## config.mk

```make
export PLATFORM = sky130hd
export DESIGN_NAME = load_store_unit
export DESIGN_NICKNAME = d
export VERILOG_FILES = /design/src/rtl/lsu_pkg.sv /design/src/rtl/lsu_lane_align.sv /design/src/rtl/load_store_unit.sv
export SDC_FILE = /design/constraint.sdc
export NUM_CORES = 1
export LEC_CHECK = 0
export CAP_MARGIN = 10
export CORE_ASPECT_RATIO = 2
export CORE_MARGIN = 4
export CORE_UTILIZATION = 38
export CTS_CLUSTER_DIAMETER = 60
export DETAILED_ROUTE_END_ITERATION = 8
export GPL_TIMING_DRIVEN = 0
export HOLD_SLACK_MARGIN = 0.15
export PLACE_DENSITY = 0.75
export SLEW_MARGIN = 0
export SYNTH_ARGS = -nofsm -noshare
export SYNTH_HDL_FRONTEND = slang
export SYNTH_SLANG_ARGS = --single-unit
export TNS_END_PERCENT = 100
```

## constraint.sdc

```tcl
create_clock -name clk -period 2.97 [get_ports clk]
set_clock_uncertainty 0.2 [all_clocks]
set_input_delay 0.4455 -clock clk [delete_from_list [all_inputs] [get_ports clk]]
set_output_delay 0.4455 -clock clk [all_outputs]
set_load 0.02 [all_outputs]
```

## src/rtl/lsu_pkg.sv

```systemverilog
// Shared types and helpers for the load/store unit: access sizes, FSM states
// and the alignment-fault check.
package lsu_pkg;

    localparam int LSU_XLEN = 32;

    typedef enum logic [1:0] {
        SZ_BYTE    = 2'b00,
        SZ_HALF    = 2'b01,
        SZ_WORD    = 2'b10,
        SZ_ILLEGAL = 2'b11
    } lsu_size_t;

    typedef enum logic [1:0] {
        IDLE = 2'b00,
        REQ  = 2'b01,
        WAIT = 2'b10,
        RESP = 2'b11
    } lsu_state_t;

    // Size 11 is reported through the same fault path as a misaligned access.
    function automatic logic lsu_misaligned(input lsu_size_t size, input logic [1:0] off);
        logic mis;
        case (size)
            SZ_BYTE: mis = 1'b0;
            SZ_HALF: mis = off[0];
            SZ_WORD: mis = (off != 2'b00);
            default: mis = 1'b1;
        endcase
        return mis;
    endfunction

endpackage

```

## src/rtl/lsu_lane_align.sv

```systemverilog
// Byte-lane steering: store-side enables/replication and load-side shift/extend.
// Purely combinational so it can be reused on the fetch side.
module lsu_lane_align
    import lsu_pkg::*;
(
    input  lsu_size_t             st_size_i,
    input  logic [1:0]            st_off_i,
    input  logic [LSU_XLEN-1:0]   st_wdata_i,
    output logic [3:0]            st_be_o,
    output logic [LSU_XLEN-1:0]   st_wdata_o,
    input  lsu_size_t             ld_size_i,
    input  logic [1:0]            ld_off_i,
    input  logic                  ld_unsigned_i,
    input  logic [LSU_XLEN-1:0]   ld_rdata_i,
    output logic [LSU_XLEN-1:0]   ld_data_o
);

    logic [LSU_XLEN-1:0] sh_s;

    // Store path: enables follow the byte offset, data is copied to every lane.
    always_comb begin
        st_be_o    = 4'b0000;
        st_wdata_o = st_wdata_i;
        case (st_size_i)
            SZ_BYTE: begin
                st_be_o    = 4'b0001 << st_off_i;
                st_wdata_o = {4{st_wdata_i[7:0]}};
            end
            SZ_HALF: begin
                st_be_o    = 4'b0011 << st_off_i;
                st_wdata_o = {2{st_wdata_i[15:0]}};
            end
            SZ_WORD: begin
                st_be_o    = 4'b1111;
                st_wdata_o = st_wdata_i;
            end
            default: begin
                st_be_o    = 4'b0000;
                st_wdata_o = st_wdata_i;
            end
        endcase
    end

    // Load path: bring the addressed lane down to bit 0, then extend.
    always_comb begin
        sh_s      = ld_rdata_i >> {ld_off_i, 3'b000};
        ld_data_o = 32'h0000_0000;
        case (ld_size_i)
            SZ_BYTE: ld_data_o = {{24{~ld_unsigned_i & sh_s[7]}}, sh_s[7:0]};
            SZ_HALF: ld_data_o = {{16{~ld_unsigned_i & sh_s[15]}}, sh_s[15:0]};
            SZ_WORD: ld_data_o = sh_s;
            default: ld_data_o = 32'h0000_0000;
        endcase
    end

endmodule

```

## src/rtl/load_store_unit.sv

```systemverilog
// Memory-stage load/store unit: one outstanding request on a req/gnt/rvalid
// data port, with alignment trapping and load extension.
module load_store_unit
    import lsu_pkg::*;
#(
    parameter int ADDR_WIDTH = 10,
    parameter int XLEN       = 32
)(
    input  logic                  clk,
    input  logic                  reset,
    input  logic                  req_valid,
    output logic                  req_ready,
    input  logic                  req_we,
    input  logic [1:0]            req_size,
    input  logic                  req_unsigned,
    input  logic [31:0]           req_addr,
    input  logic [XLEN-1:0]       req_wdata,
    output logic                  rsp_valid,
    output logic [XLEN-1:0]       rsp_rdata,
    output logic                  rsp_misaligned,
    output logic                  busy,
    output logic                  mem_req,
    input  logic                  mem_gnt,
    output logic                  mem_we,
    output logic [3:0]            mem_be,
    output logic [ADDR_WIDTH-1:0] mem_addr,
    output logic [XLEN-1:0]       mem_wdata,
    input  logic                  mem_rvalid,
    input  logic [XLEN-1:0]       mem_rdata
);

    lsu_state_t            state_q, state_d;
    logic                  we_q, we_d;
    lsu_size_t             size_q, size_d;
    logic                  unsigned_q, unsigned_d;
    logic [1:0]            off_q, off_d;
    logic                  mem_req_q, mem_req_d;
    logic                  mem_we_q, mem_we_d;
    logic [3:0]            mem_be_q, mem_be_d;
    logic [ADDR_WIDTH-1:0] mem_addr_q, mem_addr_d;
    logic [XLEN-1:0]       mem_wdata_q, mem_wdata_d;
    logic                  rsp_valid_q, rsp_valid_d;
    logic [XLEN-1:0]       rsp_rdata_q, rsp_rdata_d;
    logic                  rsp_mis_q, rsp_mis_d;

    lsu_size_t             req_size_s;
    logic                  mis_s;
    logic [3:0]            st_be_s;
    logic [XLEN-1:0]       st_wdata_s;
    logic [XLEN-1:0]       ld_data_s;
    logic                  unused_addr_s;

    assign req_size_s    = lsu_size_t'(req_size);
    assign mis_s         = lsu_misaligned(req_size_s, req_addr[1:0]);
    // High address bits wrap silently onto the memory.
    assign unused_addr_s = ^req_addr[31:ADDR_WIDTH+2];

    lsu_lane_align u_lane_align (
        .st_size_i     (req_size_s),
        .st_off_i      (req_addr[1:0]),
        .st_wdata_i    (req_wdata),
        .st_be_o       (st_be_s),
        .st_wdata_o    (st_wdata_s),
        .ld_size_i     (size_q),
        .ld_off_i      (off_q),
        .ld_unsigned_i (unsigned_q),
        .ld_rdata_i    (mem_rdata),
        .ld_data_o     (ld_data_s)
    );

    // Next-state and registered-output decode for the request/response FSM.
    always_comb begin
        state_d     = state_q;
        we_d        = we_q;
        size_d      = size_q;
        unsigned_d  = unsigned_q;
        off_d       = off_q;
        mem_req_d   = 1'b0;
        mem_we_d    = 1'b0;
        mem_be_d    = 4'b0000;
        mem_addr_d  = mem_addr_q;
        mem_wdata_d = mem_wdata_q;
        rsp_valid_d = 1'b0;
        rsp_rdata_d = 32'h0000_0000;
        rsp_mis_d   = 1'b0;
        case (state_q)
            IDLE: begin
                if (req_valid) begin
                    we_d       = req_we;
                    size_d     = req_size_s;
                    unsigned_d = req_unsigned;
                    off_d      = req_addr[1:0];
                    if (mis_s) begin
                        state_d     = RESP;
                        rsp_valid_d = 1'b1;
                        rsp_mis_d   = 1'b1;
                    end else begin
                        state_d     = REQ;
                        mem_req_d   = 1'b1;
                        mem_we_d    = req_we;
                        mem_be_d    = st_be_s;
                        mem_addr_d  = req_addr[ADDR_WIDTH+1:2];
                        mem_wdata_d = st_wdata_s;
                    end
                end else begin
                    state_d = IDLE;
                end
            end
            REQ: begin
                if (mem_gnt) begin
                    state_d = WAIT;
                end else begin
                    state_d   = REQ;
                    mem_req_d = 1'b1;
                    mem_we_d  = mem_we_q;
                    mem_be_d  = mem_be_q;
                end
            end
            WAIT: begin
                if (mem_rvalid) begin
                    state_d     = RESP;
                    rsp_valid_d = 1'b1;
                    rsp_rdata_d = we_q ? 32'h0000_0000 : ld_data_s;
                end else begin
                    state_d = WAIT;
                end
            end
            RESP:    state_d = IDLE;
            default: state_d = IDLE;
        endcase
    end

    // State and output registers with synchronous reset.
    always_ff @(posedge clk) begin
        if (reset) begin
            state_q     <= IDLE;
            we_q        <= 1'b0;
            size_q      <= SZ_BYTE;
            unsigned_q  <= 1'b0;
            off_q       <= 2'b00;
            mem_req_q   <= 1'b0;
            mem_we_q    <= 1'b0;
            mem_be_q    <= 4'b0000;
            mem_addr_q  <= '0;
            mem_wdata_q <= 32'h0000_0000;
            rsp_valid_q <= 1'b0;
            rsp_rdata_q <= 32'h0000_0000;
            rsp_mis_q   <= 1'b0;
        end else begin
            state_q     <= state_d;
            we_q        <= we_d;
            size_q      <= size_d;
            unsigned_q  <= unsigned_d;
            off_q       <= off_d;
            mem_req_q   <= mem_req_d;
            mem_we_q    <= mem_we_d;
            mem_be_q    <= mem_be_d;
            mem_addr_q  <= mem_addr_d;
            mem_wdata_q <= mem_wdata_d;
            rsp_valid_q <= rsp_valid_d;
            rsp_rdata_q <= rsp_rdata_d;
            rsp_mis_q   <= rsp_mis_d;
        end
    end

    assign req_ready      = (state_q == IDLE);
    assign busy           = (state_q != IDLE);
    assign mem_req        = mem_req_q;
    assign mem_we         = mem_we_q;
    assign mem_be         = mem_be_q;
    assign mem_addr       = mem_addr_q;
    assign mem_wdata      = mem_wdata_q;
    assign rsp_valid      = rsp_valid_q;
    assign rsp_rdata      = rsp_rdata_q;
    assign rsp_misaligned = rsp_mis_q;

endmodule

```

== Word level (Yosys, flattened, before mapping) ==
Cells that the tools add are included.
Storage, ports and cells
  flip-flop bits (word level): 90
  output and inout port bits: 84
  word-level logic and storage cells: 65
Operators by class
  bitwise gates (word level): 7
  shift-type cells: 3
  reductions and logical operators: 9
  muxes and demuxes: 25
  equality and inequality tests: 8
Operators with widths (number)
  32-bit case mux with 3 select lines: 1
  32-bit case mux with 2 select lines: 1
  32-bit by 5-bit >> shifter with 32-bit output: 1
  4-bit two-way mux: 3
  4-bit case mux with 3 select lines: 1
  1-bit two-way mux: 10
  2-bit equality test, second input constant: 4
  2-bit case mux with 4 select lines: 1
  4-bit case mux with 2 select lines: 1
  2-bit by 1-bit equality test with 1-bit output, second input constant: 3
  2-bit logical NOT: 3
  2-bit two-way mux: 3
  1-bit case mux with 2 select lines: 3
  1-bit inverter: 5
  2-bit nonzero test: 2
  4-bit OR reduction: 1
  1-bit by 2-bit << shifter with 4-bit output, first input constant: 1
  2-bit by 2-bit << shifter with 4-bit output, first input constant: 1
  1-bit case mux with 3 select lines: 1
  3-bit AND reduction: 1
  1-bit AND: 2
  2-bit != test, second input constant: 1
  2-bit AND reduction: 1
  2-bit OR reduction: 1

== Longest topological paths before layout ==
Gate-level depths: netlist of the first run.
  depth in word-level cells: 5
  mapped depth: 8
  depth with buffers taken out: 4

== By module ==
A second synthesis of the first run with hierarchy kept.
Second synthesis, totals
  cells, all modules: 505
  area, all modules: 4660.7 µm²
Modules (own cells, without submodules)
  load_store_unit: instances 1, seq. area each 1801.7 µm², cells an instance 317, area an instance 3395.8 µm²
  lsu_lane_align: instances 1, seq. area each 0.0 µm², cells an instance 188, area an instance 1265.0 µm²

== Worst setup path before layout of the first run ==
No wires, ideal clock.
  kind: flip-flop to flip-flop
  start: register size_q[0]
  end: register rsp_rdata_q[20], in the netlist rsp_rdata[20]
  arrival time: 1.694 ns
  cell stages (with the launch flop): 7
  period minus slack after synthesis: 1.964 ns
  required time: 2.700 ns
  library setup time: 0.070 ns
  slack: 1.006 ns
  cell sequence: dfxtp_1 -> buf_6 -> mux2i_1 -> mux4_2 -> or4_4 -> buf_6 -> o21ai_2
Between the ends
  cells in the longest elaborated chain, start to end: 2
  elaborated cells between the ends (all ways): 4
  classes of those cells: eq/ne: 2; mux: 1; reduce/logical: 1
Ends and longest elaborated chain
  from (decl): RTL line load_store_unit.sv:34  | lsu_size_t size_q, size_d;
  from (signal assigned): RTL line load_store_unit.sv:152  | size_q <= size_d;
  2-bit equality test (tied with other cells): RTL line lsu_lane_align.sv:48  | case (ld_size_i)
  32-bit case mux with 3 select lines (*): RTL line lsu_lane_align.sv:48
  to (signal assigned): RTL line load_store_unit.sv:161  | rsp_rdata_q <= rsp_rdata_d;
  to (decl): RTL line load_store_unit.sv:43  | logic [XLEN-1:0] rsp_rdata_q, rsp_rdata_d;
Mark *: on every way between the ends. The rest lies on a longest branch, timed or not.
A chain may end at the register's enable or synchronous reset.

== Worst setup path in the final report of the first run ==
  start: input port reset
  end: register rsp_rdata_q[30], in the netlist rsp_rdata[30]
Between the ends
  cells in the longest elaborated chain, start to end: 1
Ends and longest elaborated chain
  from (decl): RTL line load_store_unit.sv:10  | input logic reset,
  4-bit OR reduction (no line)
No other way between the ends.

==> results.cfg, run 1 <==
[placement]
dp_hpwl_um = 10720
dp_slack_ns = 0.05687
numPortBuffers = 168
gp_congestion = 0.8651
placed_cell_area_um2 = 5731
placed_cells = 759

[pwr]
p_leak_nw = 2.219
ir_drop_uv = 502.1
power_density_nw_per_um2 = 527.3
power_frac_comb_pct = 20.9
p_sw_share_pct = 26.57
p_sw_uw = 848.0
internal-power_mw = 2.344
clock_power_share_pct = 38.4
power_mw = 3.192
p_seq_share_pct = 40.7

[finish]
final_cells = 776
layout_common_cells = clkdlybuf4s50_1, dfxtp_1, nand2_1
final_common_cell = clkdlybuf4s50_1
drive_gt1_share_pct = 7.031
syn_to_final_growth_pct = 56.01
nets = 740
post-route-util_pct = 60.02
finalInstanceArea_um2 = 6053

[global_routing]
grt_pass1_vias = 4082
grt_max_degree = 15
gr-usage-met2_pct = 43.80
use_met1_pct = 19.69
grt_overflow = 0
grt_use_met3_pct = 4.226
antenna_found_initial = 1
grt_usage_pct = 21.96
grt-busiest-layer = met2
grt_first_pass_wirelength_um = 20360

[clock_tree]
cts_tree = done
clkSinkCount = 90
clock-root-buffer = clkbuf_16
cts_setup_buffers = 0
holdBufCountCts = 0
clk_path_buf_depth = 2
htreeDepth = 3
cts_made_buffers = 9
path_clk_slew_ns = 0.06
clk_latency_ns = 0.34
post_cts_resized = 0

[timing]
min_period_over_period_pct = 86.33
setup_tns_ns = 0
slew_viol_final = 0
worstMarginPinSlew_ns = 0.7237
max_freq_mhz = 390.0
fin_crit_ns = 2.564
fin_ws_ns = 0.4059
final_hold_viol_count = 0
slew-limit-headroom_pct = 51.65
hold_ws_ns = 0.2606
setup_viol = 0
rsz0062_at_grt = no

[critical_path]
path_max_fanout = 9
cp_slowest_stage_delay_ns = 0.50
critPathBufInv = 2
crit_chain = clkdlybuf4s50_1 > and4bb_2 > nand4_2 > or2_2 > clkbuf_1 > o21ai_0
crit_path_top_delay_cell = clkdlybuf4s50_1
cp-end-kind = register
crit_type = in2reg
cp_top_family = simple AND/OR/NAND/NOR gates
arrival_ns = 2.62
crit_path_start_kind = input port
cp.required_ns = 3.03

[job]
maxCapViolations = 0

[detailed_routing]
drc = 0
routed_wl_um = 13330
first_iter_violations = 96
wl_per_cell_um = 17.17
vias = 3971
drt_first_pass_iters = 4
drtAntennaViolNets = 0
routed_via_density = 5.117

[floorplanning]
ios = 189
start_util_pct = 38.47
rows = 52
die_x_um = 79.45
design.core.area_um2 = 10080
fp.dieArea_um2 = 11990
fp.dieH_um = 150.9

[synth]
seq_area_frac_synth_pct = 46.44
syn_area_per_cell_um2 = 8.509
syn-instance-count = 456
yosysWarnings = 0
ys_types = 39
synth_edf_count = 0
syn-cell-area_um2 = 3880
synth_nets = 561
ys_seq_elements = 90
ys.flop_type = dfxtp_1
async_flop_share_pct = 0

[outcome]
outcome = complete, no violations

[hold_path]
min_path_type = reg2reg
## worst paths after layout
path                start            end  slack [ns]  depth (start not counted)
max                 reset  rsp_rdata[30]        0.41                          6
min          mem_wdata[4]   mem_wdata[4]        0.26                          2
max reg2reg     size_q[1]  rsp_rdata[30]        0.57                          6
min reg2reg  mem_wdata[4]   mem_wdata[4]        0.26                          2
## kinds of logic (layout without fill, tap and decap cells)
family,after synthesis,in the layout,share of synthesized area (%)
AO/OA/AOI/OAI,125,125,19.93
XOR/XNOR,1,1,0.2258
buffers and inverters,48,232,5.321
flip-flops,90,90,46.44
multiplexers,40,40,10.67
other,0,1,0
AND/OR/NAND/NOR,152,152,17.41
## power groups by stage
stage	combinational, mW	clock, mW	sequential (mW)
after global routing	0.718	1.30	1.30
after CTS	0.670	1.24	1.30
final	0.668	1.23	1.30
after detailed placement	0.666	0	1.32
after floorplan	0.275	0	1.39
after global placement	0.655	0	1.32
## flip-flops by register name (all words and copies together), names as in the netlist
register / count
mem_we: 1
rsp_valid: 1
unsigned_q: 1
rsp_misaligned: 1
mem_req: 1
mem_addr: 10
state_q: 2
off_q: 2
mem_wdata: 32
we_q: 1
size_q: 2
mem_be: 4
rsp_rdata: 32
## layout make-up
class                   count  area, µm²
diodes                      1      2.502
plain buffers              37      165.2
clock buffers              11      242.7
clock inverters             5      77.57
fillers                   917       4031
inverters                  11      41.29
multi-input cells         318       1872
flip-flops and latches     90       1802
well taps                 135      168.9
repair buffers            168       1682
## worst reg2reg max path, stage by stage (launching register included)
cell,delay (ns)
dfxtp_1,0.29
clkbuf_1,0.24
a21oi_1,0.29
nand4_2,0.38
or2_2,0.42
clkbuf_1,0.27
o21ai_0,0.24
## layer usage
metal,wire length (µm),vias up
met4,591,0
met3,679,40
met5,0,-
met2,7776,167
li1,-,1932
met1,4278,1832
## synth_stat cells (2+ instances only)
cell / n / area share, %
nor2_1: 34 / 3.3
nand2_1: 85 / 8.2
o21ai_0: 24 / 3.1
inv_1: 11 / 1.1
and2_1: 7 / 1.1
nor3b_1: 2 / 0.39
buf_2: 9 / 1.2
o21ai_2: 10 / 2.3
a211oi_1: 22 / 4.3
clkbuf_1: 21 / 2.0
a21oi_1: 45 / 5.8
a21o_1: 2 / 0.39
or3_1: 2 / 0.32
nand2b_1: 2 / 0.32
nor2b_1: 9 / 1.5
buf_6: 2 / 0.58
dfxtp_1: 90 / 46
or2_2: 3 / 0.48
buf_1: 5 / 0.48
mux2i_1: 38 / 9.8
a311oi_1: 8 / 1.8
o22ai_1: 4 / 0.64
o21ai_1: 5 / 0.64
(Power assumes the default switching activity.)
==> run 2, diff against run 1 <==
==> constraint.sdc (replaced) <==
create_clock -name clk -period 2.97 [get_ports clk]
set_clock_uncertainty 0.2 [all_clocks]
set_input_delay 0.891 -clock clk [delete_from_list [all_inputs] [get_ports clk]]
set_output_delay 0.891 -clock clk [all_outputs]
set_load 0.02 [all_outputs]
==> run 2 against run 1 <==
  * Maximum frequency shrank 9.7%
  * Core utilization grew 0.16 points
  * First-iteration DRC count grew 8.3%
  * Flip-flop and latch count is the same
  * Clock power is essentially flat
  * Wire length grew 0.12%
  * Worst setup slack lost 0.28 ns
  * Clock-buffer cell count is the same
  * Die area is the same
  * Critical path depth shrank 2
  * Critical path type is now reg2out
  * Largest power group unchanged
==> results.cfg, run 2 (synthesis results as in run 1) <==
[outcome]
outcome = complete, no violations

[placement]
gp_congestion = 0.8651
placed_cell_area_um2 = 5731
numPortBuffers = 168
dp_hpwl_um = 10720

[clock_tree]
cts_made_buffers = 9
cts_tree = done
clk_latency_ns = 0.34
path_clk_slew_ns = 0.06
clock-root-buffer = clkbuf_16
htreeDepth = 3
clkSinkCount = 90
holdBufCountCts = 0
clk_path_buf_depth = 2

[hold_path]
hp-start = mem_wdata[4]
hold_path_end = mem_wdata[4]
hold_depth = 2
min_path_type = reg2reg

[critical_path]
critPathBufInv = 3
crit_path_start_kind = register
cp.required_ns = 1.88
crit_chain = buf_2 > or2_2 > inv_1 > clkdlybuf4s50_1
arrival_ns = 1.75
crit_type = reg2out
cp_slowest_stage_delay_ns = 0.59
r2r_end = rsp_rdata[21]
r2r_start = size_q[1]
worst-r2r-setup-slack_ns = 0.65
cp-end-kind = output port
reg2reg_depth = 6
cp_top_family = buffers and inverters
path_max_fanout = 10
crit_path_top_delay_cell = clkdlybuf4s50_1

[detailed_routing]
wl_per_cell_um = 17.21
vias = 3936
drtAntennaViolNets = 0
drc = 0
routed_via_density = 5.079
first_iter_violations = 104
drt_first_pass_iters = 5
routed_wl_um = 13340

[floorplanning]
ios = 189
fp.dieH_um = 150.9
die_x_um = 79.45
rows = 52
design.core.area_um2 = 10080
start_util_pct = 38.47
fp.dieArea_um2 = 11990

[timing]
setup_viol = 0
hold_ws_ns = 0.2612
min_period_over_period_pct = 95.65
setup_tns_ns = 0
final_hold_viol_count = 0
slew_viol_final = 0
worstMarginPinSlew_ns = 0.7223
slew-limit-headroom_pct = 51.74
fin_crit_ns = 2.841
rsz0062_at_grt = no
max_freq_mhz = 352.0

[finish]
final_common_cell = clkdlybuf4s50_1
num-fill-cells = 916
layout_common_cells = clkdlybuf4s50_1, dfxtp_1, nand2_1
drive_gt1_share_pct = 7.355
nets = 739
post-route-util_pct = 60.19
syn_to_final_growth_pct = 56.43
finalInstanceArea_um2 = 6070

[global_routing]
grt_first_pass_wirelength_um = 20410
antenna_found_initial = 1
grt_overflow = 0
grt_max_degree = 15
grt_pass1_vias = 4071
grt_usage_pct = 22.06

[pwr]
ir_drop_uv = 500.9
power_density_nw_per_um2 = 526.7
power_mw = 3.197
p_leak_nw = 2.223

[job]
maxCapViolations = 0
## run 2: repair_timing
item | 4_1_cts | 5_1_grt
buffers inserted | 0 | 0
endpoints found under the setup margin | 8 | 14
resized for setup | 1 | 4
## run 2: power breakdown
part	total [mW]	internal (mW)	switching, mW
Sequential	1.30	1.27	0.0283
Clock	1.23	0.758	0.470
Combinational	0.672	0.318	0.354
Total	3.20	2.34	0.852
## run 2: cell type report
cell class | count | area (µm²) | area share, %
clock inverter | 5 | 77.57 | 1.278
inverter | 11 | 41.29 | 0.6803
antenna | 1 | 2.502 | 0.04123
timing repair buffer | 168 | 1682 | 27.71
clock buffer | 11 | 242.7 | 3.999
tap | 135 | 168.9 | 2.783
multi-input combinational | 318 | 1891 | 31.15
buffer | 36 | 162.7 | 2.680
sequential | 90 | 1802 | 29.68
## run 2: tightest hold or removal path, stage by stage (launching register included)
cell     delay (ns)
dfxtp_1        0.31
nand2_1        0.05
a21oi_1        0.05
## run 2: worst max path at each step
stage	to	cells after the start	slack [ns]	start
after floorplan	rsp_rdata[30]	5	0.58	reset
after global placement	rsp_rdata[30]	6	-0.38	reset
after detailed placement	rsp_rdata[30]	6	-0.39	reset
after CTS	rsp_rdata[21]	6	0.07	reset
after global routing	mem_wdata[29]	8	0.009	req_valid
final	req_ready	4	0.13	state_q[1]
## run 2: through the flow
| step | setup WS, ns | instances |
|---|---|---|
| 3_3_place_gp | -0.3792 | 759 |
| 3_5_place_dp | -0.3886 | 759 |
| 4_1_cts | 0.06814 | 775 |
| 2_1_floorplan | 0.5832 | 456 |
| 6_report | 0.1292 | 775 |
| 5_1_grt | 0.009376 | 775 |
## run 2: metal layers
metal	up-vias	wire (µm)	global-route usage [%]
li1	1931	-	-
met1	1820	4313	19.76
met2	146	7793	44.05
met3	39	653	4.226
met4	0	580	12.13
met5	-	0	0
==> run 3, diff against run 2 <==
CORE_MARGIN = default   (was 4)
CORE_UTILIZATION = 44   (was 38)
PLACE_DENSITY = 0.85   (was 0.75)
==> run 3 against run 2 <==
  * Via count grew 1.4%
  * Clock-buffer cell count decreased by 1
  * Sequential power about the same
  * Core utilization grew 9.6 points
  * First-iteration DRC count increased by 89%
  * Combinational power decreased by 0.7%
  * Largest cell class unchanged
  * Highest routed layer unchanged
==> results.cfg, run 3 (synthesis results as in run 1) <==
[floorplanning]
ios = 189
design.core.area_um2 = 8588
rows = 48
fp.dieArea_um2 = 9220
die_x_um = 68.40
start_util_pct = 45.18
fp.dieH_um = 134.8

[timing]
worstMarginPinSlew_ns = 0.6847
fin_crit_ns = 2.896
slew-limit-headroom_pct = 54.26
setup_tns_ns = 0
rsz0062_at_grt = no
final_hold_viol_count = 0
setup_viol = 0
fin_ws_ns = 0.07424
slew_viol_final = 0
hold_ws_ns = 0.2540
min_period_over_period_pct = 97.50
max_freq_mhz = 345.3

[finish]
final_common_cell = clkdlybuf4s50_1
num_antenna_cells = 0
layout_common_cells = clkdlybuf4s50_1, dfxtp_1, nand2_1
final_cells = 739
drive_gt1_share_pct = 7.199
finalInstanceArea_um2 = 5989
nets = 739
post-route-util_pct = 69.74
syn_to_final_growth_pct = 54.37

[outcome]
outcome = complete, no violations

[clock_tree]
cts_tree = done
path_clk_slew_ns = 0.06
clock-root-buffer = clkbuf_16
clkSinkCount = 90
clk_latency_ns = 0.34
clk_path_buf_depth = 2
htreeDepth = 3
holdBufCountCts = 0
cts_made_buffers = 9

[hold_path]
min_path_type = reg2reg

[critical_path]
crit_path_start_kind = input port
crit_chain = clkdlybuf4s50_1 > and4bb_2 > nand2_1 > or4_4 > buf_6 > o21ai_2
arrival_ns = 2.96
crit_type = in2reg
cp_slowest_stage_delay_ns = 0.63
cp.required_ns = 3.04
path_max_fanout = 10
cp-end-kind = register
crit_path_top_delay_cell = or4_4

[global_routing]
antenna_found_initial = 0
grt_first_pass_wirelength_um = 18760
grt_overflow = 0
grt_usage_pct = 27.61
grt_max_degree = 16
grt_pass1_vias = 4061

[detailed_routing]
drtAntennaViolNets = 0
drc = 0
first_iter_violations = 197
routed_wl_um = 12220
drt_first_pass_iters = 4
vias = 3992
routed_via_density = 5.402
wl_per_cell_um = 16.54

[placement]
gp_congestion = 0.8587
numPortBuffers = 168
placed_cell_area_um2 = 5687
dp_slack_ns = -0.4265
placed_cells = 724
dp_hpwl_um = 9665

[pwr]
p_seq_share_pct = 41.9
power_frac_comb_pct = 21.5
p_sw_share_pct = 27.65
p_leak_nw = 2.205
power_density_nw_per_um2 = 516.9
ir_drop_uv = 424.4
internal-power_mw = 2.240
power_mw = 3.096
clock_power_share_pct = 36.5
p_sw_uw = 855.9

[job]
maxCapViolations = 0
[run 3: path summary, 6_finish.rpt]
path	cells past startpoint	slack, ns	startpoint	endpoint
min reg2reg	2	0.25	mem_addr[2]	mem_addr[2]
max reg2reg	6	0.57	size_q[1]	rsp_rdata[29]
max	6	0.07	reset	rsp_rdata[29]
min	2	0.25	mem_addr[2]	mem_addr[2]
[run 3: layout make-up]
type | count | area [µm²]
clock inverters | 6 | 67.56
fillers | 709 | 2599
flip-flops and latches | 90 | 1802
repair buffers | 168 | 1682
clock buffers | 10 | 229.0
well taps | 100 | 125.1
inverters | 11 | 41.29
multi-input cells | 318 | 1881
plain buffers | 36 | 162.7
[run 3: timing repair]
| item | CTS | global route |
|---|---|---|
| setup buffers | 0 | 0 |
| endpoints found under the setup margin | 3 | 3 |
| resized for setup | 1 | 2 |
[run 3: critical path, delay by kind of cell]
kind / cells / cell delay (ns)
compound gates: 1 / 0.06
buf+inv: 2 / 0.70
simple gates: 3 / 1.31
[run 3: layer usage]
metal	routed length, µm	vias to the layer above	part of all wire [%]	GRT usage [%]
met5	0	-	0	0
met1	4025	1843	33	24.50
met2	7005	188	57	52.12
met3	655	39	5.4	5.490
li1	-	1922	-	-
met4	537	0	4.4	17.71
[run 3: power by group through the flow]
stage | Clock, mW | Combinational (mW) | Sequential (mW)
floorplan | 0 | 0.275 | 1.39
global placement | 0 | 0.646 | 1.32
detailed placement | 0 | 0.659 | 1.32
CTS | 1.16 | 0.665 | 1.30
global route | 1.20 | 0.718 | 1.30
finish | 1.13 | 0.667 | 1.30
